===== config.mk =====
export PLATFORM = sky130hd
export DESIGN_NAME = div_sequencer
export DESIGN_NICKNAME = d
export VERILOG_FILES = /design/src/rtl/div_sequencer_pkg.sv /design/src/rtl/div_step.sv /design/src/rtl/div_sequencer.sv
export SDC_FILE = /design/constraint.sdc
export NUM_CORES = 1
export LEC_CHECK = 0
export ABC_AREA = 0
export CAP_MARGIN = 20
export CORE_UTILIZATION = 40
export DETAILED_ROUTE_END_ITERATION = 8
export MAX_ROUTING_LAYER = met4
export PLACE_DENSITY = 0.7
export SYNTH_ARGS = -nofsm -noshare
export SYNTH_HDL_FRONTEND = slang
export SYNTH_SLANG_ARGS = --single-unit

===== constraint.sdc =====
create_clock -name clk -period 4.6 [get_ports clk]
set_clock_uncertainty 0.15 [all_clocks]
set_input_delay 0.92 -clock clk [delete_from_list [all_inputs] [get_ports clk]]
set_output_delay 0.92 -clock clk [all_outputs]
set_load 0.01 [all_outputs]

===== src/rtl/div_sequencer_pkg.sv =====
// Shared constants, state encoding and helpers for the RV32M divide sequencer.
package div_sequencer_pkg;

  localparam int unsigned XLEN  = 32;
  localparam int unsigned CNT_W = 5;

  localparam logic [2:0] F3_DIV  = 3'b100;
  localparam logic [2:0] F3_DIVU = 3'b101;
  localparam logic [2:0] F3_REM  = 3'b110;
  localparam logic [2:0] F3_REMU = 3'b111;

  localparam logic [6:0] OPCODE_OP    = 7'b0110011;
  localparam logic [6:0] FUNC7_MULDIV = 7'b0000001;

  localparam logic [XLEN-1:0] DIV0_QUOT = 32'hFFFF_FFFF;
  localparam logic [XLEN-1:0] INT_MIN   = 32'h8000_0000;

  typedef enum logic [1:0] {
    IDLE   = 2'd0,
    CALC   = 2'd1,
    FIX    = 2'd2,
    DONE_S = 2'd3
  } state_t;

  // Operation context captured when a divide is accepted
  typedef struct packed {
    logic [2:0] func3;
    logic       neg1;
    logic       neg2;
  } op_t;

  function automatic logic is_signed_op(input logic [2:0] f3);
    return (f3 == F3_DIV) || (f3 == F3_REM);
  endfunction

  function automatic logic is_rem_op(input logic [2:0] f3);
    return (f3 == F3_REM) || (f3 == F3_REMU);
  endfunction

  function automatic logic is_div_class(input logic [6:0] opcode, input logic [6:0] func7,
                                        input logic [2:0] f3);
    return (opcode == OPCODE_OP) && (func7 == FUNC7_MULDIV) &&
           ((f3 == F3_DIV) || (f3 == F3_DIVU) || is_rem_op(f3));
  endfunction

  // Magnitude for signed ops; INT_MIN maps to itself as an unsigned value
  function automatic logic [XLEN-1:0] mag(input logic [XLEN-1:0] v, input logic sgn);
    return (sgn && v[XLEN-1]) ? XLEN'(-v) : v;
  endfunction

endpackage


===== src/rtl/div_step.sv =====
// One restoring-division iteration: shift {rem, quo} left and trial-subtract the divisor.
module div_step
  import div_sequencer_pkg::*;
(
  input  logic [XLEN-1:0] rem,
  input  logic [XLEN-1:0] quo,
  input  logic [XLEN-1:0] divisor,
  output logic [XLEN-1:0] rem_next,
  output logic [XLEN-1:0] quo_next
);

  logic [XLEN:0] shifted;
  logic [XLEN:0] diff;
  logic          ok;

  // Partial remainder can reach 33 bits after the shift when the divisor is large
  always_comb begin
    shifted  = {rem, quo[XLEN-1]};
    diff     = shifted - {1'b0, divisor};
    ok       = (shifted >= {1'b0, divisor});
    rem_next = ok ? XLEN'(diff) : XLEN'(shifted);
    quo_next = {quo[XLEN-2:0], ok};
  end

endmodule


===== src/rtl/div_sequencer.sv =====
// EX-stage sequencer for DIV/DIVU/REM/REMU: fast paths, 32-step restoring loop, sign fix.
module div_sequencer
  import div_sequencer_pkg::*;
(
  input  logic            clk,
  input  logic            rst,
  input  logic            start,
  input  logic [2:0]      func3,
  input  logic [XLEN-1:0] operand1,
  input  logic [XLEN-1:0] operand2,
  input  logic            flush,
  output logic            stall,
  output logic            busy,
  output logic            done,
  output logic [XLEN-1:0] result
);

  state_t          state_q, state_n;
  op_t             op_q;
  logic [XLEN-1:0] rem_q, quo_q, dvs_q;
  logic [XLEN-1:0] rem_nx, quo_nx, rem_fix, quo_fix, fast_res;
  logic [CNT_W-1:0] cnt_q;
  logic            sgn_in, div0, ovf, fast, accept, last_step;

  div_step u_step (
    .rem      (rem_q),
    .quo      (quo_q),
    .divisor  (dvs_q),
    .rem_next (rem_nx),
    .quo_next (quo_nx)
  );

  // Acceptance and fast-path decode on the live inputs
  always_comb begin
    sgn_in    = is_signed_op(func3);
    div0      = (operand2 == '0);
    ovf       = sgn_in && (operand1 == INT_MIN) && (operand2 == DIV0_QUOT);
    fast      = div0 || ovf;
    accept    = (state_q == IDLE) && start && !flush;
    last_step = (cnt_q == CNT_W'(XLEN - 1));
    fast_res  = '0;
    if (div0)
      fast_res = is_rem_op(func3) ? operand1 : DIV0_QUOT;
    else
      fast_res = is_rem_op(func3) ? '0 : INT_MIN;
    quo_fix = (op_q.neg1 ^ op_q.neg2) ? XLEN'(-quo_q) : quo_q;
    rem_fix = op_q.neg1 ? XLEN'(-rem_q) : rem_q;
  end

  always_ff @(posedge clk or posedge rst) begin
    if (rst) state_q <= IDLE;
    else     state_q <= state_n;
  end

  always_comb begin
    state_n = state_q;
    unique case (state_q)
      IDLE:    if (accept) state_n = fast ? DONE_S : CALC;
      CALC:    if (flush) state_n = IDLE;
               else if (last_step) state_n = FIX;
      FIX:     state_n = flush ? IDLE : DONE_S;
      DONE_S:  state_n = IDLE;
      default: state_n = IDLE;
    endcase
  end

  // Stall drops in DONE_S so the pipeline captures the result and advances
  always_comb begin
    stall = 1'b0;
    busy  = 1'b0;
    done  = 1'b0;
    stall = !rst && (accept || (state_q == CALC) || (state_q == FIX));
    busy  = (state_q != IDLE);
    done  = (state_q == DONE_S) && !flush;
  end

  always_ff @(posedge clk or posedge rst) begin
    if (rst) begin
      op_q   <= '0;
      rem_q  <= '0;
      quo_q  <= '0;
      dvs_q  <= '0;
      cnt_q  <= '0;
      result <= '0;
    end else begin
      cnt_q <= ((state_q == CALC) && !flush && !last_step) ? cnt_q + CNT_W'(1) : '0;
      if (accept) begin
        op_q  <= '{func3: func3, neg1: sgn_in & operand1[XLEN-1], neg2: sgn_in & operand2[XLEN-1]};
        dvs_q <= mag(operand2, sgn_in);
        quo_q <= mag(operand1, sgn_in);
        rem_q <= '0;
        if (fast) result <= fast_res;
      end else if ((state_q == CALC) && !flush) begin
        rem_q <= rem_nx;
        quo_q <= quo_nx;
      end
      if ((state_q == FIX) && !flush)
        result <= is_rem_op(op_q.func3) ? rem_fix : quo_fix;
    end
  end

endmodule


Word-level counts from Yosys, hierarchy flattened

Cells that the tools add are included.

Add/subtract/negate cells: 6
Multiply operators: 0
Divide/modulo/power cells: 0
Order comparisons: 1
Eq/ne operators: 13
Shifts and indexed selects: 0
Muxes and demuxes: 23
Bitwise logic cells: 3
Reduce and logical (&&, ||, !) cells: 28

Operators with widths:

| kind                   | number |
|---|---|
| $mux W32               | 16 |
| $neg A32 Y32           | 4 |
| $eq A32 B32 Y1 const B | 2 |
| $ge A33 B32 Y1         | 1 |
| $logic_not A32 Y1      | 1 |
| $sub A32 B32 Y32       | 1 |
| $eq A3 B3 Y1 const B   | 5 |
| $logic_and A1 B1 Y1    | 11 |
| $mux W2                | 5 |
| $pmux W2 S4            | 1 |
| $reduce_bool A2 Y1     | 4 |
| $logic_or A1 B1 Y1     | 6 |
| $add A5 B1 Y5 const B  | 1 |
| $eq A5 B5 Y1 const B   | 1 |
| $mux W5                | 1 |
| $eq A2 B2 Y1 const B   | 2 |
| $reduce_and A2 Y1      | 2 |
| $logic_not A1 Y1       | 3 |
| $ne A3 B3 Y1 const B   | 1 |
| $and A1 B1 Y1          | 2 |
| $eq A2 B1 Y1 const B   | 1 |
| $logic_not A2 Y1       | 1 |
| $ne A2 B2 Y1 const B   | 1 |
| $xor A1 B1 Y1          | 1 |

Bits in registers: 140
Latch bits: 0
RAM bits: 0
Memory bits (read-only): 0
Output and inout port bits: 35
Word-level logic and storage cells: 83
Memories kept: 0

Longest topological paths before layout

Depth in word-level cells: 8
Depth in mapped cells: 14
Gate-level depth less buffers: 13

Hierarchy

From an unflattened synthesis, not the netlist that was laid out.

Cell total of the unflattened synthesis: 1,461
Area, all modules: 11,579.9 um^2

Modules (own cells, without submodules):

| module        | instances | cells each | area each (um^2) | sequential area each (um^2) |
|---|---|---|---|---|
| div_sequencer | 1         | 1,106      | 9,008.6          | 3,478.3 |
| div_step      | 1         | 355        | 2,571.2          | 0.0 |

Worst setup path after synthesis

OpenSTA, ideal clock, no wires.

Path type: input -> register
Start: in operand1[26]
End: reg result[3]
Library setup time: 118 ps
Data arrival time: 3,195 ps
Required time: 4,332 ps
Path slack: 1,137 ps
Cell stages on the path: 10
Path buffers: 3
Path through: or4_4 > or3_1 > or3_1 > nor4_1 > o21ai_1 > and2_1 > buf_6 > buf_6 > buf_6 > a21o_1

Word-level cells in the longest chain between the ends: 6

RTL lines:

| element                             | RTL line            | text |
|---|---|---|
| from (decl)                         | div_sequencer.sv:9  | `input logic [XLEN-1:0] operand1,` |
| $eq A32 B32 Y1                      | div_sequencer.sv:37 | `ovf = sgn_in && (operand1 == INT_MIN) && (operand2 == DIV0_QUOT);` |
| $logic_and A1 B1 Y1 (2 in a row)    | div_sequencer.sv:37 |  |
| $logic_or A1 B1 Y1                  | div_sequencer.sv:38 | `fast = div0 \|\| ovf;` |
| $reduce_bool A2 Y1 (no source line) | -                   |  |
| $reduce_and A2 Y1 (no source line)  | -                   |  |
| to (signal assigned)                | div_sequencer.sv:92 | `if (fast) result <= fast_res;` |
| to (signal assigned)                | div_sequencer.sv:98 | `result <= is_rem_op(op_q.func3) ? rem_fix : quo_fix;` |
| to (decl)                           | div_sequencer.sv:15 | `output logic [XLEN-1:0] result` |

No other way between the ends.
A chain may end at the register's enable or synchronous reset.

Final worst setup path

Start: in operand2[13]
End: reg result[1]

Word-level cells in the longest chain between the ends: 5
Elaborated cells on any way between the ends: 10

RTL lines:

| element                                                    | RTL line                                 | text |
|---|---|---|
| from (decl)                                                | div_sequencer.sv:10                      | `input logic [XLEN-1:0] operand2,` |
| $logic_not A32 Y1 / $eq A32 B32 Y1 (equally long branches) | div_sequencer.sv:36, div_sequencer.sv:37 |  |
| $mux W32 / $logic_and A1 B1 Y1 (equally long branches)     | div_sequencer.sv:42, div_sequencer.sv:37 |  |
| $mux W32 / $logic_or A1 B1 Y1 (equally long branches)      | div_sequencer.sv:92, div_sequencer.sv:38 |  |
| $mux W32 / $reduce_bool A2 Y1 (equally long branches)      | -                                        |  |
| $mux W32 / $reduce_and A2 Y1 (equally long branches)       | -                                        |  |

Several ways; a longest one is shown, not always the timed one. The select of a mux whose other input is x is not followed.

==> impl_metrics.tcl <==
set metrics [dict create \
    syn_area_um2 10800 \
    cp_slowest_stage_delay_ps 650 \
    hold_depth 2 \
    holdPathEnd "dvs_q[19]" \
    slew_headroom_pct 28.3 \
    path_class "input pin to register" \
    ys_seq_elements 139 \
    post-place-cells 1757 \
    nets 1552 \
    fin_ws_ps 416 \
    holdCritStartpoint "dvs_q[19]" \
    setup.worst_path.end_class "register" \
    tns_ps 0 \
    ys_seq_area_share_pct 32.1 \
    timing.critical_path.buf_inv 1 \
    gp_congestion 0.977 \
    drc 13 \
    timing.final.crit_share_pct 90.9 \
    syn_area_per_cell_um2 7.89 \
    critPathRequiredTime_ps 4810 \
    status "finished with violations" \
    path_clk_slew_ps 70 \
    rsz0062_at_grt "no" \
    rows 59 \
    grt_overflow 0 \
    grt_max_degree 140 \
    maxCapViolCount 0 \
    arrival_ps 4400 \
    synth-main-ff-cell "dfrtp_1" \
    instances_no_fill 1789 \
    ys_types 62 \
    dpl_worst_slack_ps 98.3 \
    tightestPinTransition_ps 1070 \
    start_util_pct 41.2 \
    synth_edf_count 0 \
    fin_area_um2 12800 \
    cts_buffers 17 \
    mostFrequentLayoutCell "nand2_1" \
    wl_per_cell_um 18.5 \
    antenna_found_initial 0 \
    drive_gt1_share_pct 5.16 \
    cts_tree "yes" \
    antenna_cells 0 \
    clock_latency_ps 440 \
    leakage_nw 5.47 \
    port_buffers 105 \
    cts_max_level 4 \
    total_power_mw 7.74 \
    ios 106 \
    post-cts-setup-buffers 0 \
    violations "DRC" \
    cp_max_fo 12 \
    worst-r2r-cell-count 11 \
    area_growth_pct 18.5 \
    viasPerCell 5.93 \
    drt_iter0_markers 1156 \
    critPathLaunchType "input pin" \
    wirelength_um 33100 \
    postRouteAntennaNets 0 \
    dr.pass1.iters 7 \
    r2r-end "rem_q[29]" \
    dp_hpwl_um 24500 \
    grt_pass1_wl_um 53600 \
    utilization_pct 48.9 \
    layout_common_cells "210 x nand2_1, 139 x dfrtp_1, 129 x o21ai_0" \
    clockBufferDepth 2 \
    final.hold.worst_slack_ps 327 \
    vias 10600 \
    setup_violations 0 \
    hp-class "register to register" \
    die_x_um 167 \
    yosysWarnings 0 \
    fp.dieH_um 167 \
    track_usage_pct 24.9 \
    cts_resized 0 \
    critPathTopFamily "simple AND/OR/NAND/NOR gates" \
    dieArea_um2 27700 \
    netlist_instances 1373 \
    clock-sinks 139 \
    core_area_um2 26300 \
    syn-num-nets 1484 \
    min_period_ps 4180 \
    cp_common_cell "nor4_2" \
    clock.fmax_mhz 239 \
    r2r-start "rem_q[0]" \
    cts_root_buf "clkbuf_16" \
    dpl_cell_area_um2 12200 \
    peakVddDrop_uv 409 \
    hold_violations 0 \
    grt_pass1_vias 9857 \
    postCtsHoldBufs 0 \
    reg2reg_slack_ps 800 \
    critPathSlowestCell "or4_1" \
    worstPathCellList "clkdlybuf4s50_1 -> or4_1 -> nor4_2 -> nand4_1 -> nor4_2 -> nand2_1 -> a31oi_1 -> a21oi_1 -> o21ai_1" \
    powerDensity_nw_per_um2 603 \
    slew_violations 0 \
    synthArstFlopShare_pct 100 \
]
-- final cells by class --
type,instances,area [um2]
repair buffers,128,1250
multi-input cells,1098,6840
clock inverters,13,193
clock buffers,19,443
well taps,335,419
flip-flops and latches,139,3480
fillers,2542,13400
inverters,57,218
-- routing by layer --
metal	wire, um	global-route usage [%]	up-vias	share of wire, %
li1	-	-	5047	-
met1	14600	32.6	5045	44
met2	15100	38.6	453	46
met3	2450	4.30	61	7.4
met4	892	9.18	0	2.7
met5	0	-	-	0
-- worst reg2reg max path, stage by stage, from the launching register on --
cell and delay [ps]:
dfrtp_1 520, ha_1 360, nor2b_1 170, o2111ai_1 160, a311o_1 420, a21oi_1 280
o211ai_1 140, buf_4 170, o21ai_1 390, a32oi_4 320, or2_2 440, o21ai_0 200
-- registers in the layout, summed over array words and instances (netlist names) --
signal,flops
cnt_q,5
op_q,4
rem_q,32
quo_q,32
result,32
state_q,2
dvs_q,32
-- cells in the mapped netlist, types with 5 or more instances --
master / instances / area [um2]
nand2_1: 211 / 792
dfrtp_1: 139 / 3480
o21ai_0: 129 / 646
nor2_1: 94 / 353
a21oi_1: 80 / 400
xor2_1: 75 / 657
xnor2_1: 70 / 613
clkbuf_1: 69 / 259
inv_1: 57 / 214
a31oi_1: 41 / 257
ha_1: 39 / 488
nor3_1: 35 / 175
o31ai_1: 35 / 263
mux2i_1: 28 / 280
nand3_1: 27 / 135
nand4_1: 21 / 131
o211ai_1: 18 / 135
or3_1: 17 / 106
nor4_1: 15 / 93.8
o41ai_1: 14 / 123
o21ai_1: 12 / 60.1
a21o_1: 11 / 82.6
nand2b_1: 11 / 68.8
a32oi_1: 10 / 87.6
and2_1: 10 / 62.6
or4_1: 10 / 75.1
a211oi_1: 8 / 60.1
and3_1: 8 / 50.1
nor2b_1: 8 / 50.1
o2111ai_1: 8 / 70.1
nor3b_1: 7 / 52.6
buf_2: 5 / 25.0
-- how the worst max path moves through the flow --
| stage | startpoint | endpoint | cells after the start |
|---|---|---|---|
| floorplan | operand1[26] | result[3] | 10 |
| global placement | operand2[12] | result[1] | 9 |
| detailed placement | operand2[13] | result[1] | 9 |
| CTS | operand2[13] | result[1] | 9 |
| global route | operand2[13] | result[1] | 9 |
| finish | operand2[13] | result[1] | 9 |
-- logic make-up after synthesis --
group,synth area share (%)
multiplexers,3.11
adder cells (fa/ha/maj),4.69
buffers and inverters,5.05
XOR/XNOR,11.7
AO/OA/AOI/OAI,22.4
flip-flops,32.1
AND/OR/NAND/NOR,20.9
-- report_power, final --
group	internal (mW)	switching [mW]	leakage, nW
Sequential	1.50	0.506	1.81
Combinational	1.71	2.51	3.36
Clock	0.927	0.577	0.304
Note: power is estimated with default switching activity, not from simulation.
